--- src/rtl/mips_uart_tx_port_if.sv ---
// MEM-stage data-bus slice shared by the data memory and the UART transmit port.
interface mips_uart_tx_port_if;
  logic        MemWrite;
  logic        MemRead;
  logic [31:0] Address;
  logic [31:0] WriteData;
  logic [31:0] ReadData;

  modport master (output MemWrite, MemRead, Address, WriteData, input ReadData);
  modport slave  (input MemWrite, MemRead, Address, WriteData, output ReadData);
endinterface

--- src/rtl/mips_uart_tx_port.sv ---
// Memory-mapped UART transmitter: TXDATA pushes bytes into a FIFO drained as 8N1 frames.
// Defining UART_TX_PARITY_EN inserts an even-parity bit between the data and stop bits.
//
// state  | meaning
// IDLE   | line high, waiting for a queued byte
// START  | start bit, line low
// DATA   | eight data bits, LSB first
// PARITY | even parity of the data byte (parity build only)
// STOP   | stop bit, line high; then next frame or IDLE
module mips_uart_tx_port #(
  parameter logic [31:0] BASE_ADDR    = 32'h1001_0040,
  parameter int          CLKS_PER_BIT = 434,
  parameter int          FIFO_DEPTH   = 8
) (
  input  logic                 clk,
  input  logic                 reset,
  mips_uart_tx_port_if.slave   bus,
  output logic                 Tx,
  output logic                 Irq
);
  localparam int              AW        = $clog2(FIFO_DEPTH);
  localparam int              BW        = $clog2(CLKS_PER_BIT);
  localparam logic [BW-1:0]   BAUD_LAST = BW'(CLKS_PER_BIT - 1);
  localparam logic [BW-1:0]   BAUD_ONE  = BW'(1);
  localparam logic [AW:0]     PTR_ONE   = (AW+1)'(1);
  localparam logic [31:0]     STAT_ADDR = BASE_ADDR + 32'd4;

`ifdef UART_TX_PARITY_EN
  typedef enum logic [2:0] {IDLE, START, DATA, PARITY, STOP} state_t;
`else
  typedef enum logic [1:0] {IDLE, START, DATA, STOP} state_t;
`endif

  logic          sel_data, sel_stat;
  logic          push_req, push_ok, pop;
  logic          fifo_full, fifo_empty;
  logic          overflow_q, busy;
  logic [AW:0]   wr_ptr_q, rd_ptr_q;
  logic [7:0]    mem [FIFO_DEPTH];
  logic [7:0]    fifo_head;

  state_t        state_q, state_d;
  logic [BW-1:0] baud_q, baud_d;
  logic [2:0]    bit_q, bit_d;
  logic [7:0]    shift_q, shift_d;
  logic          baud_end, tx_d;
  logic          unused_bits;

  assign sel_data    = bus.Address[31:2] == BASE_ADDR[31:2];
  assign sel_stat    = bus.Address[31:2] == STAT_ADDR[31:2];
  assign unused_bits = ^{bus.Address[1:0], bus.WriteData[31:8]};

  assign fifo_empty = wr_ptr_q == rd_ptr_q;
  assign fifo_full  = (wr_ptr_q[AW] != rd_ptr_q[AW]) &&
                      (wr_ptr_q[AW-1:0] == rd_ptr_q[AW-1:0]);
  assign fifo_head  = mem[rd_ptr_q[AW-1:0]];

  // A pop on the same edge frees the slot the full-FIFO push lands in.
  assign push_req = bus.MemWrite && sel_data;
  assign push_ok  = push_req && (!fifo_full || pop);

  always_ff @(posedge clk or posedge reset) begin
    if (reset) begin
      wr_ptr_q   <= '0;
      rd_ptr_q   <= '0;
      overflow_q <= 1'b0;
    end else begin
      if (push_ok) wr_ptr_q <= wr_ptr_q + PTR_ONE;
      if (pop)     rd_ptr_q <= rd_ptr_q + PTR_ONE;
      if (bus.MemWrite && sel_stat)  overflow_q <= 1'b0;
      else if (push_req && !push_ok) overflow_q <= 1'b1;
    end
  end

  always_ff @(posedge clk) begin
    if (push_ok) mem[wr_ptr_q[AW-1:0]] <= bus.WriteData[7:0];
  end

`ifdef UART_TX_PARITY_EN
  logic par_q;

  always_ff @(posedge clk or posedge reset) begin
    if (reset)    par_q <= 1'b0;
    else if (pop) par_q <= ^fifo_head;
  end
`endif

  assign baud_end = baud_q == BAUD_LAST;

  always_comb begin
    state_d = state_q;
    baud_d  = baud_q + BAUD_ONE;
    bit_d   = bit_q;
    shift_d = shift_q;
    pop     = 1'b0;
    case (state_q)
      IDLE: begin
        baud_d = '0;
        if (!fifo_empty) begin
          pop     = 1'b1;
          shift_d = fifo_head;
          bit_d   = '0;
          state_d = START;
        end
      end
      START: begin
        if (baud_end) begin
          baud_d  = '0;
          state_d = DATA;
        end
      end
      DATA: begin
        if (baud_end) begin
          baud_d  = '0;
          shift_d = {1'b0, shift_q[7:1]};
          if (bit_q == 3'd7) begin
`ifdef UART_TX_PARITY_EN
            state_d = PARITY;
`else
            state_d = STOP;
`endif
          end else begin
            bit_d = bit_q + 3'd1;
          end
        end
      end
`ifdef UART_TX_PARITY_EN
      PARITY: begin
        if (baud_end) begin
          baud_d  = '0;
          state_d = STOP;
        end
      end
`endif
      STOP: begin
        if (baud_end) begin
          baud_d = '0;
          // Chain straight into the next start bit when data is waiting.
          if (!fifo_empty) begin
            pop     = 1'b1;
            shift_d = fifo_head;
            bit_d   = '0;
            state_d = START;
          end else begin
            state_d = IDLE;
          end
        end
      end
      default: begin
        baud_d  = '0;
        state_d = IDLE;
      end
    endcase

    tx_d = 1'b1;
    case (state_d)
      START:   tx_d = 1'b0;
      DATA:    tx_d = shift_d[0];
`ifdef UART_TX_PARITY_EN
      PARITY:  tx_d = par_q;
`endif
      default: tx_d = 1'b1;
    endcase
  end

  always_ff @(posedge clk or posedge reset) begin
    if (reset) begin
      state_q <= IDLE;
      baud_q  <= '0;
      bit_q   <= '0;
      shift_q <= '0;
      Tx      <= 1'b1;
    end else begin
      state_q <= state_d;
      baud_q  <= baud_d;
      bit_q   <= bit_d;
      shift_q <= shift_d;
      Tx      <= tx_d;
    end
  end

  assign busy = state_q != IDLE;
  assign Irq  = (state_q == IDLE) && fifo_empty;

  always_comb begin
    bus.ReadData = '0;
    if (bus.MemRead && sel_stat)
      bus.ReadData = {27'b0, overflow_q, fifo_empty, fifo_full, busy, Irq};
  end
endmodule

--- src/flat_wrapper.sv ---
// flat-port wrapper written by rule: the top's interface ports become plain ports
module mips_uart_tx_port_flat 
#(
  parameter logic [31:0] BASE_ADDR    = 32'h1001_0040,
  parameter int          CLKS_PER_BIT = 434,
  parameter int          FIFO_DEPTH   = 8
)
  (clk, reset, Tx, Irq, bus_MemWrite, bus_MemRead, bus_Address, bus_WriteData, bus_ReadData);
  mips_uart_tx_port_if bus_i ();
  input  logic clk;
  input  logic reset;
  output logic Tx;
  output logic Irq;
  input wire logic [$bits(bus_i.MemWrite)-1:0] bus_MemWrite;
  input wire logic [$bits(bus_i.MemRead)-1:0] bus_MemRead;
  input wire logic [$bits(bus_i.Address)-1:0] bus_Address;
  input wire logic [$bits(bus_i.WriteData)-1:0] bus_WriteData;
  output wire logic [$bits(bus_i.ReadData)-1:0] bus_ReadData;
  assign bus_i.MemWrite = bus_MemWrite;
  assign bus_i.MemRead = bus_MemRead;
  assign bus_i.Address = bus_Address;
  assign bus_i.WriteData = bus_WriteData;
  assign bus_ReadData = bus_i.ReadData;
  mips_uart_tx_port #(.BASE_ADDR(BASE_ADDR), .CLKS_PER_BIT(CLKS_PER_BIT), .FIFO_DEPTH(FIFO_DEPTH)) u_core (.clk(clk), .reset(reset), .bus(bus_i), .Tx(Tx), .Irq(Irq));
endmodule
--- config.mk ---
export PLATFORM = sky130hd
export DESIGN_NAME = mips_uart_tx_port_flat
export DESIGN_NICKNAME = d
export VERILOG_FILES = /design/src/rtl/mips_uart_tx_port_if.sv /design/src/rtl/mips_uart_tx_port.sv /design/src/flat_wrapper.sv
export SDC_FILE = /design/constraint.sdc
export NUM_CORES = 1
export LEC_CHECK = 0
export CAP_MARGIN = 20
export CORE_UTILIZATION = 55
export CTS_CLUSTER_SIZE = 10
export DETAILED_ROUTE_END_ITERATION = 7
export GPL_TIMING_DRIVEN = 0
export PLACE_DENSITY = 0.86
export SLEW_MARGIN = 20
export SYNTH_ARGS = -nofsm -noshare
export SYNTH_HDL_FRONTEND = slang
export SYNTH_SLANG_ARGS = --single-unit
--- constraint.sdc ---
create_clock -name clk -period 4.4 [get_ports clk]
set_clock_uncertainty 0.2 [all_clocks]
set_input_delay 1.32 -clock clk [delete_from_list [all_inputs] [get_ports clk]]
set_output_delay 1.32 -clock clk [all_outputs]
set_load 0.1 [all_outputs]
==> reports/results.tsv <==
metric	value	unit
grt_pass1_wl	14100	um
status	finished, final reports clean	
crit_type	in -> out	
n_fill_cell	473	
final_util	0.738	
initial_core_util	0.582	
synth-seq-cells	96	
hold_buffers	0	
place_congestion	0.836	
nets	509	
wl	9520	um
postRouteAntennaNets	0	
yosysMostFrequentCell	edfxtp_1	
fin_setup_tns	0	ps
rrSetupSlack	1200	ps
synth_top_area_cell	edfxtp_1	
intPower	1.47	mW
async_flop_share	0.333	
period_share	0.999	
cp-endpoint	bus_ReadData[2]	
dieArea	0.00871	sq mm
place_ws	-992	ps
power_leakage	2.45	nW
register_area	0.00272	sq mm
sw_frac_of_total	0.304	
synthTopCellsByArea	edfxtp_1 42%, dfrtp_1 17%, mux4_2 7.9%	
port-buffer-count	48	
drt_first_pass_iters	4	
worst_slew_pin_slew	958	ps
fmax	228	MHz
worstPathCellList	clkdlybuf4s50_1 -> nor2_1 -> nand4_1 -> nor2_2 -> nand3_4 -> nor2_4 -> buf_12	
synth_edf_count	64	
yosysWarnings	0	
synthCells	339	
synth_top_area_share	0.419	
die_h	93.3	um
r2r_start	u_core.state_q[1]	
r2r-end	u_core.mem[2][5]	
cp_slowest_cell	clkdlybuf4s50_1	
worstSkewPairLatency	370	ps
crit_cells	7	
placedCellCount	518	
drc	0	
synth_flop_cell	edfxtp_1	
pwr-share-seq	0.486	
clk_pin_slew	100	ps
core	0.00789	sq mm
arrival	2870	ps
stdcell_count	537	
setup_viol_count_final	0	
ir_drop	0.379	mV
netSwitchingPower	639	uW
clock-root-buffer	clkbuf_8	
antenna_found_initial	0	
min_period	4390	ps
vias	2923	
n_antenna_cell	0	
ys_seq_area_frac	0.594	
p_clk_frac	0.315	
io_pins	102	
dp_hpwl	6250	um
cp-end-kind	primary output	
path_max_fanout	5	
grt_max_degree	33	
vias_per_cell	5.44	
cts_buffer_depth	2	
dr.first_iter.drc_count	129	
htree_levels	3	
grt_pass1_vias	2817	
rows	32	
maxCapViolations	0	
post_drt_wl_per_cell	17.7	um
die_w	93.3	um
cts.sinks	96	
path_buf_inv	2	
critical_path.startpoint_type	input port	
drive_gt1_frac	0.251	
synth_area	0.00459	sq mm
synth_area_per_cell	13.5	sq um
crit_family	simple AND/OR/NAND/NOR gates	
startpoint	bus_Address[5]	
hold_class	reg -> reg	
p_per_area	361	mW/mm^2
synth_cell_types	49	
setup_ws	6.27	ps
cp.required	2880	ps
grt_use_total	0.219	
cts_tree	yes	
overflow	0	
area_growth	27.0	%
combPwrFrac	0.198	
slew_violations	0	
multi_input_area	0.00177	sq mm
r2r_cells	7	
hold_viol	0	
relSlewSlack	0.359	
ys_top_cells_by_count	64 x edfxtp_1, 31 x dfrtp_1, 31 x nor2_1	
slowest_delay	440	ps
cts_buffers	9	
-- through the flow --
step / power, mW / hold WS, ps / instance area, sq um
CTS: 2.10 / 303 / 5610
finish: 2.10 / 297 / 5820
global placement: 1.44 / 269 / 5290
floorplan: 1.35 / 253 / 4680
global route: 2.18 / 319 / 5820
detailed placement: 1.45 / 289 / 5350
-- area by class of cell --
cell class | instances | area share
inverter | 13 | 0.00838
clock buffer | 9 | 0.0213
multi-input combinational | 215 | 0.304
sequential | 96 | 0.468
buffer | 41 | 0.0475
timing repair buffer | 54 | 0.110
tap | 102 | 0.0219
clock inverter | 7 | 0.0189
-- flip-flops by register name, summed over array words and instances, names as in the netlist --
signal	cells
u_core.state_q	2
u_core.bit_q	3
u_core.wr_ptr_q	4
u_core.Tx	1
u_core.rd_ptr_q	4
u_core.baud_q	9
u_core.overflow_q	1
u_core.mem	64
u_core.shift_q	8
-- how the worst min path moves through the flow --
stage,start,endpoint,slack [ps],cells past startpoint
floorplan,u_core.baud_q[0],u_core.baud_q[0],250,1
global placement,u_core.baud_q[0],u_core.baud_q[0],270,1
detailed placement,u_core.baud_q[0],u_core.baud_q[0],290,1
CTS,u_core.baud_q[0],u_core.baud_q[0],300,1
global route,u_core.baud_q[0],u_core.baud_q[0],320,1
finish,u_core.baud_q[0],u_core.baud_q[0],300,1
-- worst reg2reg max path, stage by stage, from the launching register on --
cell and delay [ps]:
dfrtp_1 480, inv_1 140, ha_1 370, a31o_2 210, a21oi_1 130, nor3b_1 390
nand2_1 210, nor3_2 710
-- kinds of logic (layout without fill, tap and decap cells) --
group / count (synthesis) / count (layout) / share of synthesized area
DFF: 96 / 96 / 0.594
xor gates and xnor gates: 16 / 16 / 0.0322
muxes: 26 / 26 / 0.101
AOI/OAI and AO/OA: 43 / 43 / 0.0570
adders and majority gates: 11 / 11 / 0.0300
and+or+nand+nor: 92 / 92 / 0.115
buffers and inverters: 54 / 124 / 0.0709
other: 1 / 27 / 0.000818
-- timing repair --
item                       in CTS  in global routing
gates resized for setup        40                 51
pin swaps                       0                 13
setup endpoints to repair       6                  5
buffers inserted                1                  2
-- layout by cell type, fill, tap and decap left out, types with 3 or more instances in the layout --
master,count
buf_2,6
dlymetal6s2s_1,26
ha_1,11
nor4b_4,4
nor4_2,5
a21oi_1,13
nor3b_2,3
nand2_1,20
clkdlybuf4s50_1,16
conb_1,27
xnor2_1,9
mux4_2,16
nor2_1,25
mux2i_1,9
inv_1,12
nor3_2,3
buf_12,5
edfxtp_1,64
buf_4,34
nand3_1,5
o21ai_0,13
o31ai_1,4
nand4_1,4
clkbuf_8,9
nor2_4,5
dfrtp_1,31
xor2_1,6
a22oi_1,6
inv_8,3
-- per-layer routing --
layer  up-vias  GRT usage  wire length (um)
met5         -          0                 0
met4         0     0.0628               250
met3        26     0.0545               560
met2       112      0.372              4980
met1      1406      0.281              3720
li1       1379          -                 -
-- power by group through the flow --
| stage | Clock [mW] | Sequential [mW] | Combinational [mW] |
|---|---|---|---|
| after floorplan | 0 | 1.05 | 0.304 |
| after global placement | 0 | 1.04 | 0.397 |
| after detailed placement | 0 | 1.04 | 0.407 |
| after CTS | 0.672 | 1.02 | 0.407 |
| after global routing | 0.712 | 1.03 | 0.444 |
| final | 0.664 | 1.02 | 0.418 |
Note: power is estimated with default switching activity, not from simulation.
